[src/rtl/muldiv_unit.sv]
// Iterative multiply/divide unit with architectural HI/LO registers.
// Each op runs one shift-add or restoring-subtract step per cycle on operand magnitudes, then applies a one-cycle sign fix.
module muldiv_unit #(
    parameter int WIDTH = 32
) (
    input  logic             clk,
    input  logic             reset,
    input  logic             start,
    input  logic [5:0]       funct,
    input  logic [WIDTH-1:0] srca,
    input  logic [WIDTH-1:0] srcb,
    input  logic             flush,
    output logic             busy,
    output logic             done,
    output logic [WIDTH-1:0] hi,
    output logic [WIDTH-1:0] lo
);
    localparam int CNT_W = $clog2(WIDTH + 1);

    localparam logic [5:0] F_MULT  = 6'b011000;
    localparam logic [5:0] F_MULTU = 6'b011001;
    localparam logic [5:0] F_DIV   = 6'b011010;
    localparam logic [5:0] F_DIVU  = 6'b011011;
    localparam logic [5:0] F_MTHI  = 6'b010001;
    localparam logic [5:0] F_MTLO  = 6'b010011;

    typedef enum logic [1:0] {
        IDLE = 2'd0,
        ITER = 2'd1,
        FIX  = 2'd2
    } state_t;

    function automatic logic [WIDTH-1:0] magnitude(input logic [WIDTH-1:0] v, input logic is_signed);
        if (is_signed && v[WIDTH-1]) begin
            return -v;
        end else begin
            return v;
        end
    endfunction

    state_t           state;
    logic [CNT_W-1:0] count;
    logic [WIDTH-1:0] acc_hi;
    logic [WIDTH-1:0] acc_lo;
    logic [WIDTH-1:0] opb;
    logic             op_div;
    logic             neg_res;
    logic             neg_rem;
    logic             div_zero;

    logic             signed_op;
    logic [WIDTH:0]   mul_sum;
    logic [WIDTH:0]   div_shift;
    logic [WIDTH-1:0] div_rem;
    logic             div_ge;
    logic [WIDTH-1:0] step_hi;
    logic [WIDTH-1:0] step_lo;
    logic [WIDTH-1:0] fix_hi;
    logic [WIDTH-1:0] fix_lo;
    logic [2*WIDTH-1:0] product;

    assign busy      = (state != IDLE);
    assign signed_op = ~funct[0];

    // One iteration: mul shifts {acc_hi,acc_lo} right after a conditional add; div shifts left and trial-subtracts.
    always_comb begin
        mul_sum   = {1'b0, acc_hi} + (acc_lo[0] ? {1'b0, opb} : {(WIDTH+1){1'b0}});
        div_shift = {acc_hi, acc_lo[WIDTH-1]};
        div_rem   = div_shift[WIDTH-1:0] - opb;
        div_ge    = (div_shift >= {1'b0, opb});
        step_hi   = '0;
        step_lo   = '0;
        if (op_div) begin
            if (div_ge) begin
                step_hi = div_rem;
                step_lo = {acc_lo[WIDTH-2:0], 1'b1};
            end else begin
                step_hi = div_shift[WIDTH-1:0];
                step_lo = {acc_lo[WIDTH-2:0], 1'b0};
            end
        end else begin
            step_hi = mul_sum[WIDTH:1];
            step_lo = {mul_sum[0], acc_lo[WIDTH-1:1]};
        end
    end

    // Sign correction of the magnitude result; a zero divisor leaves the dividend in the remainder.
    always_comb begin
        product = {acc_hi, acc_lo};
        fix_hi  = '0;
        fix_lo  = '0;
        if (op_div) begin
            fix_hi = neg_rem ? -acc_hi : acc_hi;
            if (div_zero) begin
                fix_lo = '1;
            end else begin
                fix_lo = neg_res ? -acc_lo : acc_lo;
            end
        end else begin
            {fix_hi, fix_lo} = neg_res ? -product : product;
        end
    end

    // Control FSM, datapath registers and architectural HI/LO.
    always_ff @(posedge clk) begin
        if (reset) begin
            state    <= IDLE;
            count    <= '0;
            acc_hi   <= '0;
            acc_lo   <= '0;
            opb      <= '0;
            op_div   <= 1'b0;
            neg_res  <= 1'b0;
            neg_rem  <= 1'b0;
            div_zero <= 1'b0;
            hi       <= '0;
            lo       <= '0;
            done     <= 1'b0;
        end else begin
            done <= 1'b0;
            if (flush) begin
                state <= IDLE;
            end else begin
                case (state)
                    IDLE: begin
                        if (start) begin
                            case (funct)
                                F_MTHI: hi <= srca;
                                F_MTLO: lo <= srca;
                                F_MULT, F_MULTU, F_DIV, F_DIVU: begin
                                    op_div   <= funct[1];
                                    acc_hi   <= '0;
                                    acc_lo   <= magnitude(srca, signed_op);
                                    opb      <= magnitude(srcb, signed_op);
                                    neg_res  <= signed_op & (srca[WIDTH-1] ^ srcb[WIDTH-1]);
                                    neg_rem  <= signed_op & srca[WIDTH-1];
                                    div_zero <= (srcb == '0);
                                    count    <= '0;
                                    state    <= ITER;
                                end
                                default: state <= IDLE;
                            endcase
                        end
                    end
                    ITER: begin
                        acc_hi <= step_hi;
                        acc_lo <= step_lo;
                        count  <= count + 1'b1;
                        if (count == CNT_W'(WIDTH - 1)) begin
                            state <= FIX;
                        end
                    end
                    FIX: begin
                        hi    <= fix_hi;
                        lo    <= fix_lo;
                        done  <= 1'b1;
                        state <= IDLE;
                    end
                    default: state <= IDLE;
                endcase
            end
        end
    end
endmodule

[config.mk]
export PLATFORM = sky130hd
export DESIGN_NAME = muldiv_unit
export DESIGN_NICKNAME = d
export VERILOG_FILES = /design/src/rtl/muldiv_unit.sv
export SDC_FILE = /design/constraint.sdc
export NUM_CORES = 1
export LEC_CHECK = 0
export CAP_MARGIN = 20
export CORE_UTILIZATION = 34
export DETAILED_ROUTE_END_ITERATION = 16
export DONT_BUFFER_PORTS = 1
export PLACE_DENSITY = 0.58
export SLEW_MARGIN = 20
export SYNTH_ARGS = -nofsm -noshare
export SYNTH_HDL_FRONTEND = slang
export SYNTH_SLANG_ARGS = --single-unit
[constraint.sdc]
create_clock -name clk -period 7.1 [get_ports clk]
set_input_delay 1.065 -clock clk [delete_from_list [all_inputs] [get_ports clk]]
set_output_delay 1.065 -clock clk [all_outputs]
set_load 0.1 [all_outputs]
# Word-level counts from Yosys, hierarchy flattened
# Cells that the tools add are included.
# classes
order_cmp,1
n_eq_ne,15
bitwise,5
reduce_logical,15
mux,33
addsub,8
# ops
cell,n
$mux W32,19
$pmux W32 S2,4
$neg A32 Y32,4
$mux W64,1
$neg A64 Y64,1
$eq A6 B5 Y1 const B,7
$add A32 B32 Y33,1
$ge A33 B32 Y1,1
$logic_not A32 Y1,1
$sub A32 B32 Y32,1
$reduce_and A4 Y1,4
$mux W6,2
$pmux W6 S2,1
$pmux W2 S2,2
$add A6 B1 Y6 const B,1
$ne A2 B1 Y1 const B,3
$ne A2 B2 Y1 const B,3
$reduce_bool A2 Y1,3
$mux W2,2
$reduce_or A2 Y1,2
$reduce_or A4 Y1,1
$reduce_and A3 Y1,1
$and A1 B1 Y1,2
$eq A2 B1 Y1 const B,1
other kinds (6),9
# totals
regBits,173
word_cells,89

# Depth between registers and ports, before layout
# Gate-level depths: netlist of run 1.
# depth
depth_word,6
depth_mapped,14
ltp_nobuf,13

# Worst setup path before layout of run 1
# Ideal clock, no wire load.
# synth_timing
kind,input-to-reg
from,input srcb[12]
to,register opb[29]
t_required_ps,7014
path_stages,9
path_buffers,0
arrival_ps,3235
path_slack_ps,3779
path_cell_list,or4_4 > or4_4 > or3_4 > nor4_4 > and2_1 > nand2_1 > o21ai_1 > xor2_1 > a211oi_1
# synth_via
elab_chain_len,2
# synth_rtl
element,line_no,source
start: declaration,11,"input logic [WIDTH-1:0] srcb,"
$neg A32 Y32,35,return -v;
$mux W32,34,if (is_signed && v[WIDTH-1]) begin
end signal: assignment,134,"opb <= magnitude(srcb, signed_op);"
end: declaration,45,logic [WIDTH-1:0] opb;
# Every way passes these cells.
# A chain may end at the register's enable or synchronous reset.

# Worst setup path in the final report of run 1
# layout_timing
from,register acc_lo[0]
to,register acc_hi[31]
# layout_via
elab_chain_len,4
# layout_rtl
element,line_no,source
start: declaration,44,logic [WIDTH-1:0] acc_lo;
start signal: assignment,133,"acc_lo <= magnitude(srca, signed_op);"
start signal: assignment,147,acc_lo <= step_lo;
$mux W32,67,"mul_sum = {1'b0, acc_hi} + (acc_lo[0] ? {1'b0, opb} : {(WIDTH+1){1'b0}});"
$add A32 B32 Y33,67,
$mux W32,73,if (op_div) begin
$pmux W32 S2,124,case (state)
end signal: assignment,146,acc_hi <= step_hi;
end: declaration,43,logic [WIDTH-1:0] acc_hi;
# Every way passes these cells.

==> results of run 1 <==
## worst max path at each step
stage              start  cells after the start          to  slack [ns]
2_1_floorplan   srcb[12]                      9     opb[29]        3.78
3_3_place_gp   acc_lo[0]                     11  acc_hi[24]        3.28
3_5_place_dp   acc_lo[0]                     11  acc_hi[24]        3.25
4_1_cts        acc_lo[0]                     11  acc_hi[24]        3.23
5_1_grt        acc_lo[0]                     12  acc_hi[31]        2.99
6_report       acc_lo[0]                     12  acc_hi[31]        3.17
## power by group
part,switching [mW],internal (mW)
combinational,0.169,0.100
sequential,0.0150,0.975
clock,0.487,0.538
## flip-flops by register name, summed over array words and instances, names as in the netlist, 2 cells and up
| name | cells |
|---|---|
| acc_hi | 32 |
| acc_lo | 32 |
| hi | 32 |
| lo | 32 |
| opb | 32 |
| count | 6 |
| state | 2 |
## layout make-up
type,instances,share of cell area [%]
Sequential cell,173,23.2
Timing Repair Buffer,16,0.805
Tap cell,525,4.40
Inverter,57,1.43
Multi-Input combinational cell,1535,66.0
Clock buffer,17,2.85
Clock inverter,15,1.33
## kinds of logic (layout without fill, tap and decap cells)
logic type	Yosys count	after routing	share of synthesized area, %
AO/OA/AOI/OAI	616	616	28.8
AND/OR/NAND/NOR	645	645	21.8
adder cells (fa/ha/maj)	71	71	6.46
flip-flops	173	173	24.8
buffers and inverters	187	105	5.17
multiplexers	40	40	2.86
XOR/XNOR	163	163	10.2
## per-stage QoR
| stage | cell area (sq um) | util [%] | setup WS [ns] | instances | hold WS (ns) |
|---|---|---|---|---|---|
| floorplan | 14000 | - | 3.78 | 1895 | 0.432 |
| global placement | 14300 | 35.6 | 3.28 | 2306 | 0.449 |
| detailed placement | 14300 | 35.6 | 3.25 | 2306 | 0.453 |
| CTS | 14900 | 37.1 | 3.23 | 2338 | 0.463 |
| global route | 14900 | 37.1 | 2.99 | 2338 | 0.476 |
| finish | 14900 | 37.1 | 3.17 | 2338 | 0.467 |
## metal layers
layer,track usage (%),vias up,routed length (microns)
met4,8.80,0,1710
met1,32.3,6692,22300
met2,37.0,678,22300
met5,0,-,0
met3,6.71,84,5300
li1,-,6702,-
## cell usage after synthesis (all sizes together), types with 10 or more instances
library cell    n
o41ai          13
a22oi          17
nand2         154
o21ai         115
nor2b          13
xor2           81
nor3           49
o21a           13
a211o          14
ha             69
and3           20
mux2i          40
inv            57
nor2          257
a21oi         191
a21o           33
or2            10
o211ai         13
o221ai         23
dfxtp         173
nand3          31
a311oi         20
o31ai          23
a31oi          22
buf            15
clkbuf        115
or3            21
xnor2          82
a211oi         73
nand4          21
nand2b         16
nor4           19
## worst max-delay path, stage by stage (launching register included)
cell and delay [ns]:
dfxtp_1 0.39, inv_1 0.53, nor2_1 0.13, ha_1 0.35, o21ai_0 0.16, a21oi_1 0.10, o311a_1 0.40, o2111ai_1 0.31
a31oi_1 0.16, o21ai_0 0.61, a21oi_1 0.17, o41ai_1 0.34, o211ai_1 0.14
==> impl_metrics.tcl, run 1 <==
set metrics [dict create \
    netlist_area_sq_um 14000 \
    fmax_ghz 0.254 \
    cts.htree.levels 4 \
    status "completed" \
    die_area_sq_um 41900 \
    fin_crit_ns 3.93 \
    die_h_microns 205 \
    hold_buffers 0 \
    end_kind "register" \
    initial_core_util_pct 34.8 \
    synth_async_sr_flop_share_pct 0 \
    setup_viol 0 \
    synthTopCellsByArea "dfxtp_1 25%, nor2_1 6.9%, a21oi_1 6.7%" \
    multi_input_area_sq_um 9840 \
    path_max_fanout 17 \
    mostFrequentLayoutCell "nor2_1" \
    grt_pass1_vias 12900 \
    p_per_area_nw_per_um2 153 \
    synth_seq_cells 173 \
    relSlewSlack_pct 27.7 \
    finalPower_mw 2.29 \
    antenna_found_initial 0 \
    netlist.area_leader.share_pct 24.8 \
    first_pass_iters 7 \
    placeableCoreArea_sq_um 40200 \
    report.final.slew_viol_count 0 \
    dp.final_hpwl_microns 39500 \
    yosysWarnings 0 \
    rrSetupSlack_ns 3.17 \
    vias 14200 \
    ff2ff_path_depth 12 \
    grt_pass1_wl_microns 77800 \
    fin_nets 1945 \
    gp_congestion 0.970 \
    cap_violations 0 \
    cts.repair.resized 0 \
    syn_nets 2040 \
    hp-start "opb[31]" \
    p_leak_nw 5.61 \
    layout_common_cells "255 x nor2_1, 187 x a21oi_1, 172 x dfxtp_1" \
    yosysUniqueCellTypes 74 \
    via_per_inst 6.05 \
    worstSetupPathType "reg -> reg" \
    fill_cells 4283 \
    cts_root_buf "clkbuf_16" \
    layout-drive-gt1-share_pct 5.24 \
    rr_startpoint "acc_lo[0]" \
    syn_area_per_cell_sq_um 7.38 \
    wl_per_cell_microns 22.1 \
    hp-class "reg -> reg" \
    grt_max_degree 153 \
    clock_latency_ns 0.47 \
    regArea_sq_um 3460 \
    critPathArrivalTime_ns 4.26 \
    syn_inst 1895 \
    layout_worst_path_cycle_share_pct 55.4 \
    drt_iter0_markers 1313 \
    synth-seq-area-share_pct 24.8 \
    max-vdd-ir-drop_mv 0.151 \
    clock_sinks 173 \
    worst_r2r_endpoint "acc_hi[31]" \
    grt-ovfl-total 0 \
    cts_setup_buffers 0 \
    rsz0062_at_grt "false" \
    track_usage_pct 24.2 \
    clock_path_buffers 2 \
    worst_pin_slew_ns 1.08 \
    synth_edf_count 0 \
    ant_nets 0 \
    cts_made_buffers 17 \
    min_to "opb[31]" \
    std_cell_rows 73 \
    skew_ns 0.0161 \
    yosys.area.top_type "dfxtp_1" \
    hold_path_depth 2 \
    crit_required_ns 7.43 \
    io_buffer_count 0 \
    antenna_cells 0 \
    areaGrowthSynthToFinish_pct 6.71 \
    crit_path_start_kind "register" \
    dieWidth_microns 205 \
    num_io_pins 140 \
    timing.setup.tns_ns 0 \
    clkSlewWorstSetupHoldPaths_ns 0.07 \
    synth-main-ff-cell "dfxtp_1" \
    drc 0 \
    cts_tree "done" \
    finalHoldViolations 0 \
    wl_microns 51700 \
]
Power figures use the tool's default switching activity.
==> inputs of run 2 (changes only) <==
--- a/config.mk
+++ b/config.mk
@@ -9,7 +9,7 @@
 export CORE_UTILIZATION = 34
 export DETAILED_ROUTE_END_ITERATION = 16
 export DONT_BUFFER_PORTS = 1
-export PLACE_DENSITY = 0.58
+export PLACE_DENSITY = 0.6
 export SLEW_MARGIN = 20
 export SYNTH_ARGS = -nofsm -noshare
 export SYNTH_HDL_FRONTEND = slang
==> constraint.sdc (replaced) <==
create_clock -name clk -period 3.3 [get_ports clk]
set_input_delay 0.495 -clock clk [delete_from_list [all_inputs] [get_ports clk]]
set_output_delay 0.495 -clock clk [all_outputs]
set_load 0.1 [all_outputs]
==> run 2 against run 1 <==
Compared with the run above: routed wire length barely moved; count of clock-buffer cells in the layout rose by 2; sequential share of layout area fell by 0.95 points; core utilization rose by 1.6 points; cell area rose by 4.2%; first-iteration DRC count rose by 13%; register-to-register slack got worse by 3.1 ns; flip-flop and latch count did not move; global-route usage rose by 0.23 points; via count rose by 1.2%; worst setup slack got worse by 3.1 ns; clock power rose by 100%.
==> impl_metrics.tcl, run 2 (synthesized netlist as in run 1, its figures left out) <==
set metrics [dict create \
    status "completed" \
    die_h_microns 205 \
    crit_top_cell "buf_4" \
    cts_tree "done" \
    wl_per_cell_microns 21.4 \
    crit_required_ns 3.64 \
    fill_cells 4230 \
    max-vdd-ir-drop_mv 0.336 \
    finalHoldViolations 0 \
    dp.cells 2380 \
    cp_slowest_stage_delay_ns 0.52 \
    crit_family "compound AO/OA/AOI/OAI gates" \
    internal_power_mw 3.43 \
    grt_pass1_vias 13400 \
    wl_microns 51700 \
    die_area_sq_um 41900 \
    track_usage_pct 24.5 \
    vias 14300 \
    cts.htree.levels 4 \
    layout_worst_path_cycle_share_pct 98.5 \
    p_sw_mw 1.44 \
    io_buffer_count 0 \
    sw_frac_of_total_pct 29.5 \
    p_per_area_nw_per_um2 313 \
    pwr-share-clk_pct 43.1 \
    fmax_ghz 0.308 \
    clock_latency_ns 0.47 \
    num_io_pins 140 \
    mostFrequentLayoutCell "nor2_1" \
    crit_buf_inv 3 \
    end_kind "register" \
    report.final.slew_viol_count 0 \
    grt_pass1_wl_microns 79100 \
    stdcell_count 2414 \
    seq_power_share_pct 43.7 \
    crit_path_start_kind "register" \
    layout-drive-gt1-share_pct 9.58 \
    skew_ns 0.0120 \
    p_leak_nw 5.99 \
    critical_path.slowest_cell "a221oi_1" \
    placeableCoreArea_sq_um 40200 \
    layout_common_cells "255 x nor2_1, 186 x a21oi_1, 172 x dfxtp_1" \
    hold_buffers 0 \
    first_pass_iters 6 \
    std_cell_rows 73 \
    cap_violations 0 \
    whs_ns 0.101 \
    comb_power_share_pct 13.2 \
    worst_pin_slew_ns 1.11 \
    via_per_inst 5.94 \
    crit_chain "inv_1, ha_1, nor2b_1, o31ai_2, a221oi_1, a41o_1, a31oi_1, buf_4, o311ai_0, buf_4, xnor2_1, o211ai_1" \
    gp_congestion 0.927 \
    drt_iter0_markers 1479 \
    drc 0 \
    rsz0062_at_grt "true" \
    initial_core_util_pct 34.8 \
    clock_sinks 173 \
    clkSlewWorstSetupHoldPaths_ns 0.07 \
    relSlewSlack_pct 26.3 \
    cts_root_buf "clkbuf_16" \
    fin_nets 2021 \
    finalPower_mw 4.87 \
    fin_crit_ns 3.25 \
    worstSetupPathType "reg -> reg" \
    areaGrowthSynthToFinish_pct 11.2 \
    hp-class "in -> reg" \
    clock_path_buffers 2 \
    dp.final_hpwl_microns 39700 \
    dieWidth_microns 205 \
    setup_viol 0 \
    grt-ovfl-total 0 \
    antenna_cells 0 \
    critPathArrivalTime_ns 3.59 \
    antenna_found_initial 0 \
    grt_max_degree 153 \
    ant_nets 0 \
    path_max_fanout 3 \
    cts_made_buffers 17 \
]
run 2: cell count changes in the layout (fill, tap and decap cells not counted), sizes merged:
cell,before,now
bufinv,2,1
clkbuf,17,19
clkinv,4,5
inv,64,62
buf,16,92
run 2: power by group through the flow:
stage | Sequential, mW | Combinational [mW] | Clock [mW]
finish | 2.13 | 0.644 | 2.10
global route | 2.13 | 0.700 | 2.22
CTS | 2.13 | 0.635 | 2.13
detailed placement | 2.18 | 0.624 | 0
global placement | 2.18 | 0.620 | 0
floorplan | 2.17 | 0.468 | 0
run 2: per-stage QoR:
stage / area [sq um] / setup TNS, ns / setup WS, ns / utilization, %
after floorplan: 14000 / 0 / 0.190 / -
after global placement: 14900 / 0 / 0.0170 / 37.0
after detailed placement: 14900 / -0.0867 / -0.0634 / 37.0
after CTS: 15500 / 0 / 0.0266 / 38.5
after global routing: 15600 / -0.0876 / -0.0751 / 38.7
final: 15600 / 0 / 0.0501 / 38.7
run 2: path summary, 6_finish.rpt:
path,start,endpoint,slack (ns),cells past startpoint
worst max-delay path,opb[1],acc_hi[31],0.05,12
worst min-delay path,flush,state[0],0.10,1
worst max register to register,opb[1],acc_hi[31],0.05,12
worst min register to register,opb[31],opb[31],0.46,2
run 2: timing repair:
item | 4_1_cts | 5_1_grt
pin swaps | 2 | 2
endpoints found under the hold margin | 0 | 0
resized for setup | 1 | 15
endpoints found under the setup margin | 2 | 19
setup buffers | 1 | 1
run 2: metal layers:
layer  vias to the layer above  track usage, %  part of all wire, %
li1                       6849               -                    -
met1                      6767            32.0                   43
met2                       624            38.7                   44
met3                        89            6.01                  9.5
met4                         0            8.74                  2.9
met5                         -               0                    0
run 2: final cells by class:
type	instances	area [sq um]	share of cell area (%)
clock inverters	13	153	0.981
multi-input cells	1535	9920	63.8
inverters	57	214	1.38
clock buffers	19	433	2.78
well taps	525	657	4.22
repair buffers	92	716	4.60
flip-flops and latches	173	3460	22.3
==> inputs of run 3 (changes only) <==
--- a/config.mk
+++ b/config.mk
@@ -9,7 +9,7 @@
 export CORE_UTILIZATION = 34
 export DETAILED_ROUTE_END_ITERATION = 16
 export DONT_BUFFER_PORTS = 1
-export PLACE_DENSITY = 0.6
+export PLACE_DENSITY_LB_ADDON = 0.3
 export SLEW_MARGIN = 20
 export SYNTH_ARGS = -nofsm -noshare
 export SYNTH_HDL_FRONTEND = slang
==> run 3 against run 2 <==
Compared with the run above: register-to-register slack gained 0.13 ns; routed wire length up 1.5%; count of clock-buffer cells in the layout up 1; via count increased by 0.90%; maximum frequency up 4.2%; highest routed layer is now met5; hold slack worse by 0.013 ns; flip-flop and latch count unchanged.
==> impl_metrics.tcl, run 3 (synthesized netlist as in run 1, its figures left out) <==
set metrics [dict create \
    hp-class "in -> reg" \
    io_buffer_count 0 \
    rr_startpoint "opb[6]" \
    crit_path_start_kind "register" \
    die_h_microns 205 \
    ant_nets 0 \
    clock_path_buffers 2 \
    num_io_pins 140 \
    final_cell_area_sq_um 15600 \
    critPathArrivalTime_ns 3.48 \
    placed_area_sq_um 15000 \
    dp.final_hpwl_microns 40900 \
    antenna_found_initial 1 \
    max-vdd-ir-drop_mv 0.358 \
    relSlewSlack_pct 27.4 \
    via_per_inst 5.96 \
    grt-ovfl-total 0 \
    fin_util_pct 38.9 \
    layout_worst_path_cycle_share_pct 94.5 \
    vias 14500 \
    setup.worst_path.end "acc_hi[20]" \
    first_pass_iters 5 \
    rrSetupSlack_ns 0.18 \
    layout-drive-gt1-share_pct 9.84 \
    track_usage_pct 24.7 \
    fill_cells 4185 \
    drc 0 \
    p_per_area_nw_per_um2 310 \
    crit_required_ns 3.67 \
    rsz0062_at_grt "false" \
    end_kind "register" \
    clock_sinks 173 \
    path_max_fanout 11 \
    skew_ns 0.00972 \
    worst_r2r_endpoint "acc_hi[20]" \
    whs_ns 0.0873 \
    finalPower_mw 4.84 \
    cts.htree.levels 4 \
    layout_common_cells "255 x nor2_1, 186 x a21oi_1, 171 x dfxtp_1" \
    worst_pin_slew_ns 1.09 \
    areaGrowthSynthToFinish_pct 11.7 \
    worstSetupPathType "reg -> reg" \
    wl_microns 52500 \
    fin_crit_ns 3.12 \
    cts_made_buffers 17 \
    timing.setup.tns_ns 0 \
    fmax_ghz 0.321 \
    placeableCoreArea_sq_um 40200 \
    grt_pass1_wl_microns 79500 \
    antenna_cells 0 \
    report.final.slew_viol_count 0 \
    grt_pass1_vias 13500 \
    std_cell_rows 73 \
    cts_tree "done" \
    clock_latency_ns 0.47 \
    crit_start "opb[6]" \
    dieWidth_microns 205 \
    cap_violations 0 \
    cts_root_buf "clkbuf_16" \
    drt_iter0_markers 1442 \
    p_leak_nw 6.05 \
    grt_max_degree 153 \
    die_area_sq_um 41900 \
    status "completed" \
    setup_viol 0 \
    gp_congestion 0.938 \
    ff2ff_path_depth 11 \
    wl_per_cell_microns 21.7 \
    fin_nets 2032 \
    mostFrequentLayoutCell "nor2_1" \
    finalHoldViolations 0 \
    initial_core_util_pct 34.8 \
    clkSlewWorstSetupHoldPaths_ns 0.07 \
]
==> run 3: worst min path at each step <==
stage          slack (ns)     from  depth (start not counted)  endpoint
3_3_place_gp         0.44  opb[31]                          2   opb[31]
4_1_cts              0.08    reset                          1    hi[26]
2_1_floorplan        0.43  opb[31]                          2   opb[31]
6_report             0.09    reset                          1    hi[26]
5_1_grt              0.07    reset                          1    hi[26]
3_5_place_dp         0.45  opb[31]                          2   opb[31]
==> run 3: through the flow <==
stage               std cells  setup WS, ns
floorplan                1895         0.190
global placement         2391        0.0945
detailed placement       2391       0.00346
CTS                      2423        0.0666
global route             2425       0.00177
finish                   2425         0.182
==> run 3: metal layers <==
layer / vias up / GRT usage [%] / part of all wire, %
li1: 6889 / - / -
met1: 6790 / 32.8 / 44
met2: 704 / 39.4 / 44
met3: 73 / 5.68 / 9.7
met4: 2 / 7.65 / 2.5
met5: - / 0 / 0.025
==> run 3: worst max-delay path, stage by stage (launching register included) <==
cell and delay (ns):
dfxtp_1 0.33, inv_1 0.10, ha_1 0.40, o211ai_1 0.17, a211oi_1 0.25, a21bo_2 0.29
a2111oi_4 0.36, o31ai_1 0.17, a21oi_2 0.24, buf_12 0.18, o21ai_0 0.14, a2111oi_2 0.38
==> run 3: where the power goes <==
group | internal, mW | switching [mW] | total (mW)
registers | 2.10 | 0.0294 | 2.13
logic | 0.258 | 0.385 | 0.643
clock network | 1.08 | 0.990 | 2.07
==> run 3: what timing repair did <==
action / 4_1_cts / 5_1_grt
resized for setup: 1 / 9
setup endpoints to repair: 1 / 8
buffers inserted: 0 / 2
pin swaps: 0 / 2
hold buffers: 0 / 0
==> run 3: area by class of cell <==
type                       count  area (sq um)  share of cell area (%)
clock buffer                  20           447                    2.86
clock inverter                12           125                   0.801
inverter                      57           214                    1.37
multi-input combinational   1535          9880                    63.3
sequential                   173          3470                    22.2
tap                          525           657                    4.21
timing repair buffer         103           823                    5.27
